$ cat src/rtl/ccff_loader.sv
// Config-chain loader: serialises valid/ready words MSB-first onto ccff_head with a gated shift enable; one FETCH cycle per word plus one cycle per bit.
// Stalls (prog_clk_en low, ccff_head held) while din_valid is low; optional CRC-8 trailer check under CCFF_CRC_EN.
module ccff_loader #(
    parameter int WORD_WIDTH   = 8,
    parameter int CHAIN_LENGTH = 24
) (
    input  logic                  prog_clk,
    input  logic                  prog_reset,
    input  logic                  start,
    input  logic                  din_valid,
    input  logic [WORD_WIDTH-1:0] din,
    output logic                  din_ready,
    output logic                  ccff_head,
    output logic                  prog_clk_en,
    output logic                  busy,
    output logic                  done,
    output logic                  crc_err
);
    localparam int CW = $clog2(CHAIN_LENGTH + 1);
    localparam int IW = (WORD_WIDTH > 1) ? $clog2(WORD_WIDTH) : 1;
    localparam logic [CW-1:0] LAST_CNT = CW'(CHAIN_LENGTH);
    localparam logic [IW-1:0] TOP_IDX  = IW'(WORD_WIDTH - 1);

    typedef enum logic [2:0] {
        IDLE,
        FETCH,
        SHIFT,
`ifdef CCFF_CRC_EN
        CHECK,
`endif
        DONE
    } state_t;

    state_t                state;
    logic [WORD_WIDTH-1:0] sreg;
    logic [WORD_WIDTH-1:0] sreg_shl;
    logic [IW-1:0]         idx;
    logic [CW-1:0]         cnt;
    logic [CW-1:0]         cnt_inc;

    assign sreg_shl = sreg << 1;
    assign cnt_inc  = cnt + CW'(1);

`ifdef CCFF_CRC_EN
    assign din_ready = (state == FETCH) || (state == CHECK);
`else
    assign din_ready = (state == FETCH);
`endif

    // sreg[MSB] is always the bit currently presented on ccff_head.
    always_ff @(posedge prog_clk or posedge prog_reset) begin
        if (prog_reset) begin
            state       <= IDLE;
            sreg        <= '0;
            idx         <= '0;
            cnt         <= '0;
            ccff_head   <= 1'b0;
            prog_clk_en <= 1'b0;
            busy        <= 1'b0;
            done        <= 1'b0;
        end else begin
            case (state)
                IDLE, DONE: begin
                    if (start) begin
                        cnt   <= '0;
                        done  <= 1'b0;
                        busy  <= 1'b1;
                        state <= FETCH;
                    end
                end
                FETCH: begin
                    if (din_valid) begin
                        sreg        <= din;
                        idx         <= TOP_IDX;
                        ccff_head   <= din[WORD_WIDTH-1];
                        prog_clk_en <= 1'b1;
                        state       <= SHIFT;
                    end
                end
                SHIFT: begin
                    cnt <= cnt_inc;
                    if (cnt_inc == LAST_CNT) begin
                        // Remaining low bits of a partial last word are dropped here.
                        prog_clk_en <= 1'b0;
`ifdef CCFF_CRC_EN
                        state       <= CHECK;
`else
                        busy        <= 1'b0;
                        done        <= 1'b1;
                        state       <= DONE;
`endif
                    end else if (idx == '0) begin
                        prog_clk_en <= 1'b0;
                        state       <= FETCH;
                    end else begin
                        sreg      <= sreg_shl;
                        ccff_head <= sreg_shl[WORD_WIDTH-1];
                        idx       <= idx - IW'(1);
                    end
                end
`ifdef CCFF_CRC_EN
                CHECK: begin
                    if (din_valid) begin
                        busy  <= 1'b0;
                        done  <= 1'b1;
                        state <= DONE;
                    end
                end
`endif
                default: state <= IDLE;
            endcase
        end
    end

`ifdef CCFF_CRC_EN
    logic [7:0] crc;

    function automatic logic [7:0] crc8_step(input logic [7:0] c, input logic b);
        logic fb;
        fb = c[7] ^ b;
        return {c[6:0], 1'b0} ^ (fb ? 8'h07 : 8'h00);
    endfunction

    // CRC follows exactly the bits the chain captures.
    always_ff @(posedge prog_clk or posedge prog_reset) begin
        if (prog_reset) begin
            crc     <= 8'h00;
            crc_err <= 1'b0;
        end else if ((state == IDLE || state == DONE) && start) begin
            crc     <= 8'h00;
            crc_err <= 1'b0;
        end else if (state == SHIFT && prog_clk_en) begin
            crc <= crc8_step(crc, ccff_head);
        end else if (state == CHECK && din_valid) begin
            crc_err <= (din[7:0] != crc);
        end
    end
`else
    assign crc_err = 1'b0;
`endif

endmodule

$ cat config.mk
export PLATFORM = sky130hd
export DESIGN_NAME = ccff_loader
export DESIGN_NICKNAME = d
export VERILOG_FILES = /design/src/rtl/ccff_loader.sv
export SDC_FILE = /design/constraint.sdc
export NUM_CORES = 1
export LEC_CHECK = 0
export CORE_MARGIN = 10
export CORE_UTILIZATION = 54
export DETAILED_ROUTE_END_ITERATION = 8
export HOLD_SLACK_MARGIN = 0.03
export PLACE_DENSITY = 0.85
export SLEW_MARGIN = 20
export SYNTH_ARGS = -nofsm -noshare
export SYNTH_HDL_FRONTEND = slang
export SYNTH_SLANG_ARGS = --single-unit
$ cat constraint.sdc
create_clock -name prog_clk -period 2.4 [get_ports prog_clk]
set_input_delay 0.48 -clock prog_clk [delete_from_list [all_inputs] [get_ports prog_clk]]
set_output_delay 0.48 -clock prog_clk [all_outputs]
set_load 0.01 [all_outputs]
# Word-level counts from Yosys, hierarchy flattened
# Cells that the tools add are included.
# W data, S select, Z words.
dict set report classes {
  n_reduce_logical 10
  eq_ne 10
  mux 29
  addsub 2
}
# op count
set ops {}
lappend ops {{$mux W3} 7}
lappend ops {{$mux W7} 3}
lappend ops {{$pmux W7 S2} 1}
lappend ops {{$mux W1} 10}
lappend ops {{$ne A2 B2 Y1 const B} 5}
lappend ops {{$pmux W5 S2} 1}
lappend ops {{$pmux W3 S3} 1}
lappend ops {{$reduce_and A3 Y1} 3}
lappend ops {{$pmux W1 S2} 4}
lappend ops {{$eq A3 B2 Y1 const B} 2}
lappend ops {{$logic_not A3 Y1} 2}
lappend ops {{$pmux W3 S2} 1}
lappend ops {{$add A5 B1 Y5 const B} 1}
lappend ops {{$eq A5 B5 Y1 const B} 1}
lappend ops {{$mux W5} 1}
lappend ops {{$reduce_and A4 Y1} 1}
lappend ops {{$reduce_bool A2 Y1} 2}
lappend ops {{$eq A3 B1 Y1 const B} 1}
lappend ops {{$ne A3 B3 Y1 const B} 1}
lappend ops {{$sub A3 B1 Y3 const B} 1}
lappend ops {{$reduce_and A2 Y1} 1}
lappend ops {{$reduce_or A2 Y1} 1}
dict set report totals {
  out_inout_bits 6
  inputBits 12
  ff_bits 22
  wordCells 59
}

# Longest topological paths before layout
dict set report depth {
  depth_word 4
  depth_mapped 7
  ltp_nobuf 6
}

# Worst setup path after synthesis
# OpenSTA, ideal clock, no wires.
dict set report synth_timing {
  path_type {reg2reg}
  from {register cnt[0]}
  to {register ccff_head}
  path_buffers 0
  setup_time_ns 0.125
  t_arrival_ns 1.808
  stages_incl_launch_ff 6
  required_time_ns 2.275
  period_less_slack_ns 1.933
  setup_slack_ns 0.467
  path_cell_list {dfrtp_1 ha_1 nand3_1 o31a_1 a211oi_4 mux2_2}
}
dict set report synth_between {
  elab_chain_cells 4
}
# element line
set synth_lines {}
lappend synth_lines {{start, declared} 38} ;# logic [CW-1:0] cnt;
lappend synth_lines {{start signal, assigned} 81} ;# cnt <= cnt_inc;
lappend synth_lines {{$add A5 B1 Y5} 42} ;# assign cnt_inc = cnt + CW'(1);
lappend synth_lines {{$eq A5 B5 Y1} 82} ;# if (cnt_inc == LAST_CNT) begin
lappend synth_lines {{$ne A2 B2 Y1 (no source line)} n/a}
lappend synth_lines {{$reduce_and A4 Y1 (no source line)} n/a}
lappend synth_lines {{end signal, assigned} 75} ;# ccff_head <= din[WORD_WIDTH-1];
lappend synth_lines {{end signal, assigned} 97} ;# ccff_head <= sreg_shl[WORD_WIDTH-1];
lappend synth_lines {{end, declared} 13} ;# output logic ccff_head,
# Every way passes these cells.
# A chain may end at the register's enable or synchronous reset.

# Worst setup path after layout
dict set report layout_timing {
  from {register cnt[0]}
  to {register sreg[4]}
}
dict set report layout_between {
  elab_chain_cells 4
}
# element line
set layout_lines {}
lappend layout_lines {{$add A5 B1 Y5} 42}
lappend layout_lines {{$eq A5 B5 Y1} 82}
lappend layout_lines {{$ne A2 B2 Y1 (no source line)} n/a}
lappend layout_lines {{$reduce_and A4 Y1 (no source line)} n/a}
lappend layout_lines {{end signal, assigned} 73} ;# sreg <= din;
lappend layout_lines {{end signal, assigned} 96} ;# sreg <= sreg_shl;
lappend layout_lines {{end, declared} 35} ;# logic [WORD_WIDTH-1:0] sreg;
# Every way passes these cells.

==> reports/metrics.sh <==
PLACED_CELL_AREA_MM2=0.00149
CLOCK_PIN_SLEW_REPORTED_FOR_THE_WORST_SETUP_AND_HOLD_PATHS_AFTER_CLOCK_TREE_SYNTHESIS_NS=0.13
DETAILROUTE.VIA_COUNT=1003
SYN_AVG_CELL_AREA_UM2=11.1
YOSYS.AREA_SHARE.SIMPLE_PCT=13.0
FINALCLOCKSKEW_NS=0.00387
MIN-DELAY-PATH-CLASS='in2async'
TOTALWIRELENGTH_UM=2710
CLOCK_PATH_BUFFERS=2
FLOORPLAN.ROWS=17
CRITPATHREQUIREDTIME_NS=2.62
SYNTH.YOSYS.WARNINGS=0
SYNTH_EDF_COUNT=0
WL_PER_CELL_UM=16.4
FINAL_CELL_AREA_MM2=0.00152
CTS_POST_SETUP_BUFFERS_INSERTED=0
DPL.HPWL_UM=2060
CRIT_PATH_CELLS='ha_1, nand3_1, o31a_1, a211oi_4, mux2_2'
PORT_BUFFERS=16
FINAL_NETS=157
CELL_WITH_THE_LARGEST_STAGE_DELAY_ON_THE_WORST_PATH='sky130_fd_sc_hd__dfrtp_1'
SYN_AREA_MM2=0.00134
WORSTSETUPSTARTPOINTTYPE='register'
SUM_OF_NEGATIVE_SETUP_SLACK_NS=0
YS_TYPES=45
TRITONCTS_CLOCK_TREE='done'
CRIT_TYPE='reg2reg'
CLOCK_SINKS=21
NUMBER_OF_FLIP_FLOPS_AND_LATCHES_IN_THE_SYNTHESIZED_NETLIST=21
RSZ0062_AT_GRT='false'
TOTAL_POWER_mW=1.61
PLACE.GP.CONGESTION=0.794
TIMING.FINAL.MAX_SLEW_VIOLATIONS=0
SYNTH.NET_COUNT=140
NUM_IO_PINS=18
FINAL_SETUP_VIO_COUNT=0
YOSYSTOPAREACELLSHARE_PCT=39.3
SYNTH_FF_TYPE='sky130_fd_sc_hd__dfrtp_1'
GRT.TOTAL_USAGE_PCT=11.4
HOLD_VIOL=0
POSTSYNTH.ASYNCRESETSHARE_PCT=100
NUMBER_OF_DIODES_ADDED_FOR_ANTENNA_FIXING=0
WORSTSETUPENDPOINTTYPE='register'
CTS_BUFFERS=3
TIMING.MAX_CAP.VIOLATIONS=0
POSTCTSHOLDBUFS=0
DRC_ERRORS=0
SYN_TO_FINAL_GROWTH_PCT=13.6
CRITICAL_PATH_ARRIVAL_NS=2.44
POSTCTSRESIZEDCELLS=0
FLOORPLAN.INITIALDENSITY_PCT=58.8
MAXIMUM_NUMBER_OF_PINS_ON_ONE_NET_BEFORE_GLOBAL_ROUTE_REPAIR=22
POST_SYNTHESIS_SHARE_OF_CELL_AREA_SPENT_ON_FULL_ADDERS_HALF_ADDERS_AND_MAJORITY_GATES_PCT=6.54
FAMILY_WITH_THE_MOST_DELAY_ON_THE_WORST_PATH='compound AO/OA/AOI/OAI gates'
FP.DIEH_UM=69.8
DRTPASS1ITERATIONS=2
MAX-VDD-IR-DROP_mV=0.796
FINALWORSTPATHREQUIREDPERIOD_NS=2.22
FIRST_GLOBAL_VIAS=1101
DESIGN.CORE.AREA_MM2=0.00228
WORSTSKEWPAIRLATENCY_NS=0.32
CLOCK-ROOT-BUFFER='sky130_fd_sc_hd__clkbuf_4'
MAXSLEWHEADROOM_PCT=59.0
WHS_NS=0.475
DETAIL_ROUTE.VIAS_PER_CELL=6.08
GRT_OVERFLOW_TOTAL=0
MIN_PERIOD_OVER_PERIOD_PCT=92.6
COMPLEX_GATE_FRACTION_OF_THE_SYNTHESIZED_AREA_PCT=19.9
POST_SYNTH_XOR_AREA_FRACTION_PCT=0
FMAX_MHz=450
SYNTH_AREA_LEADER_CELL='sky130_fd_sc_hd__dfrtp_1'
CRITPATHMAXFANOUT=9
WORST-SLEW-PIN-TRANSITION_NS=0.612
MAX_STAGE_DELAY_NS=0.49
SYNTH.AREA.MUX_SHARE_PCT=14.0
ANTENNA_FOUND_INITIAL=0
CTS_HTREE_LEVELS=1
YOSYSSEQAREASHARE_PCT=39.3
DESIGN.DIE.AREA_MM2=0.00487
DRIVE_GT1_SHARE_PCT=21.2
SYNTH_CELLS=121
SYNTH_TOP_FAMILY_BY_AREA='compound AO/OA/AOI/OAI gates'
GRT_FIRST_PASS_WIRELENGTH_UM=4770
TOTAL_LEAKAGE_POWER_nW=0.623
POWER_DENSITY_mW_PER_MM2=1060
DIE_WIDTH_UM=69.8
YS_TOP_CELLS_BY_AREA='sky130_fd_sc_hd__dfrtp_1, sky130_fd_sc_hd__mux2_2, sky130_fd_sc_hd__ha_1, sky130_fd_sc_hd__inv_1, sky130_fd_sc_hd__mux2i_1'
R2R_SETUP_SLACK_NS=0.18
STATUS='finished clean'
DETAILEDROUTE.FIRSTITERATIONVIOLATIONS=58
POSTROUTEANTENNANETS=0
CRITICAL_PATH.N_BUFFERS_INVERTERS=0
-- cell usage in the layout (no fill, tap or decap), drive strengths merged, types with 2 or more instances in the layout --
cell | Yosys | layout
a2111oi | 2 | 2
a211oi | 2 | 2
a21o | 2 | 2
a21oi | 5 | 5
a22o | 2 | 2
a311o | 2 | 2
a32o | 2 | 2
and2b | 2 | 2
and3 | 2 | 2
buf | 4 | 2
clkbuf | 1 | 3
clkdlybuf4s50 | 0 | 16
dfrtp | 21 | 21
ha | 7 | 7
inv | 10 | 10
mux2 | 14 | 14
mux2i | 3 | 3
nand2 | 6 | 6
nand2b | 2 | 2
nand3 | 2 | 2
nor2 | 3 | 3
nor3 | 6 | 6
o21ai | 3 | 3
o2bb2ai | 2 | 2
o31ai | 2 | 2
-- tightest hold or removal path: stages --
cell	delay, ns
sky130_fd_sc_hd__clkdlybuf4s50_1	0.40
sky130_fd_sc_hd__inv_1	0.05
sky130_fd_sc_hd__buf_4	0.26
-- per-layer routing --
| layer | vias up | part of all wire, % | routed length, um | global-route usage (%) |
|---|---|---|---|---|
| met5 | - | 0 | 0 | 0 |
| met1 | 496 | 41 | 1120 | 11.4 |
| met3 | 6 | 6.3 | 171 | 3.71 |
| met2 | 25 | 50 | 1360 | 20.2 |
| met4 | 0 | 2.1 | 56 | 6.09 |
| li1 | 476 | - | - | - |
-- per-stage QoR --
stage	cells	setup WS, ns	utilization (%)
finish	165	0.177	66.8
global placement	161	0.134	65.6
CTS	165	0.181	66.8
floorplan	121	0.467	-
detailed placement	161	0.108	65.6
global route	165	0.0608	66.8
-- cell usage after synthesis (3+ instances only) --
cell type and number:
sky130_fd_sc_hd__ha_1 7, sky130_fd_sc_hd__nor3_1 6, sky130_fd_sc_hd__o21ai_0 3, sky130_fd_sc_hd__nand2_1 6, sky130_fd_sc_hd__a21oi_1 4, sky130_fd_sc_hd__mux2_2 14, sky130_fd_sc_hd__buf_4 3, sky130_fd_sc_hd__dfrtp_1 21
sky130_fd_sc_hd__mux2i_1 3, sky130_fd_sc_hd__nor2_1 3, sky130_fd_sc_hd__inv_1 10
-- path summary, 6_finish.rpt --
path                                     from                   to  depth (start not counted)
max                        cnt[0]$_DFFE_PP0P_  sreg[4]$_DFFE_PP0P_                          5
min                                prog_reset  sreg[2]$_DFFE_PP0P_                          3
max reg2reg                cnt[0]$_DFFE_PP0P_  sreg[4]$_DFFE_PP0P_                          5
min reg2reg                idx[0]$_DFFE_PP0P_   idx[0]$_DFFE_PP0P_                          1
max in group asynchronous          prog_reset   cnt[4]$_DFFE_PP0P_                          3
min in group prog_clk      idx[0]$_DFFE_PP0P_   idx[0]$_DFFE_PP0P_                          1
-- cells by family after synthesis --
kind of cell | after synthesis
compound gates | 30
fa+ha+maj | 7
buf+inv | 16
flops | 21
mux | 17
other cells | 1
simple gates | 29
-- registers in the layout (all words and copies together), names as in the netlist --
name and count:
busy 1, done 1, state 2, cnt 5, ccff_head 1, prog_clk_en 1
idx 3, sreg 7
-- power breakdown --
group	total [mW]	switching [mW]	internal, mW
Combinational	0.886	0.456	0.429
Sequential	0.546	0.0782	0.468
Clock	0.183	0.120	0.0625
Total	1.61	0.655	0.959
-- area by class of cell --
class                   count  area, um^2
clock buffers               3        22.5
well taps                  28        35.0
clock inverters             1        5.00
inverters                  10        37.5
multi-input cells          84         719
repair buffers             18         175
fillers                   174         756
flip-flops and latches     21         526
Note: power is estimated with default switching activity, not from simulation.
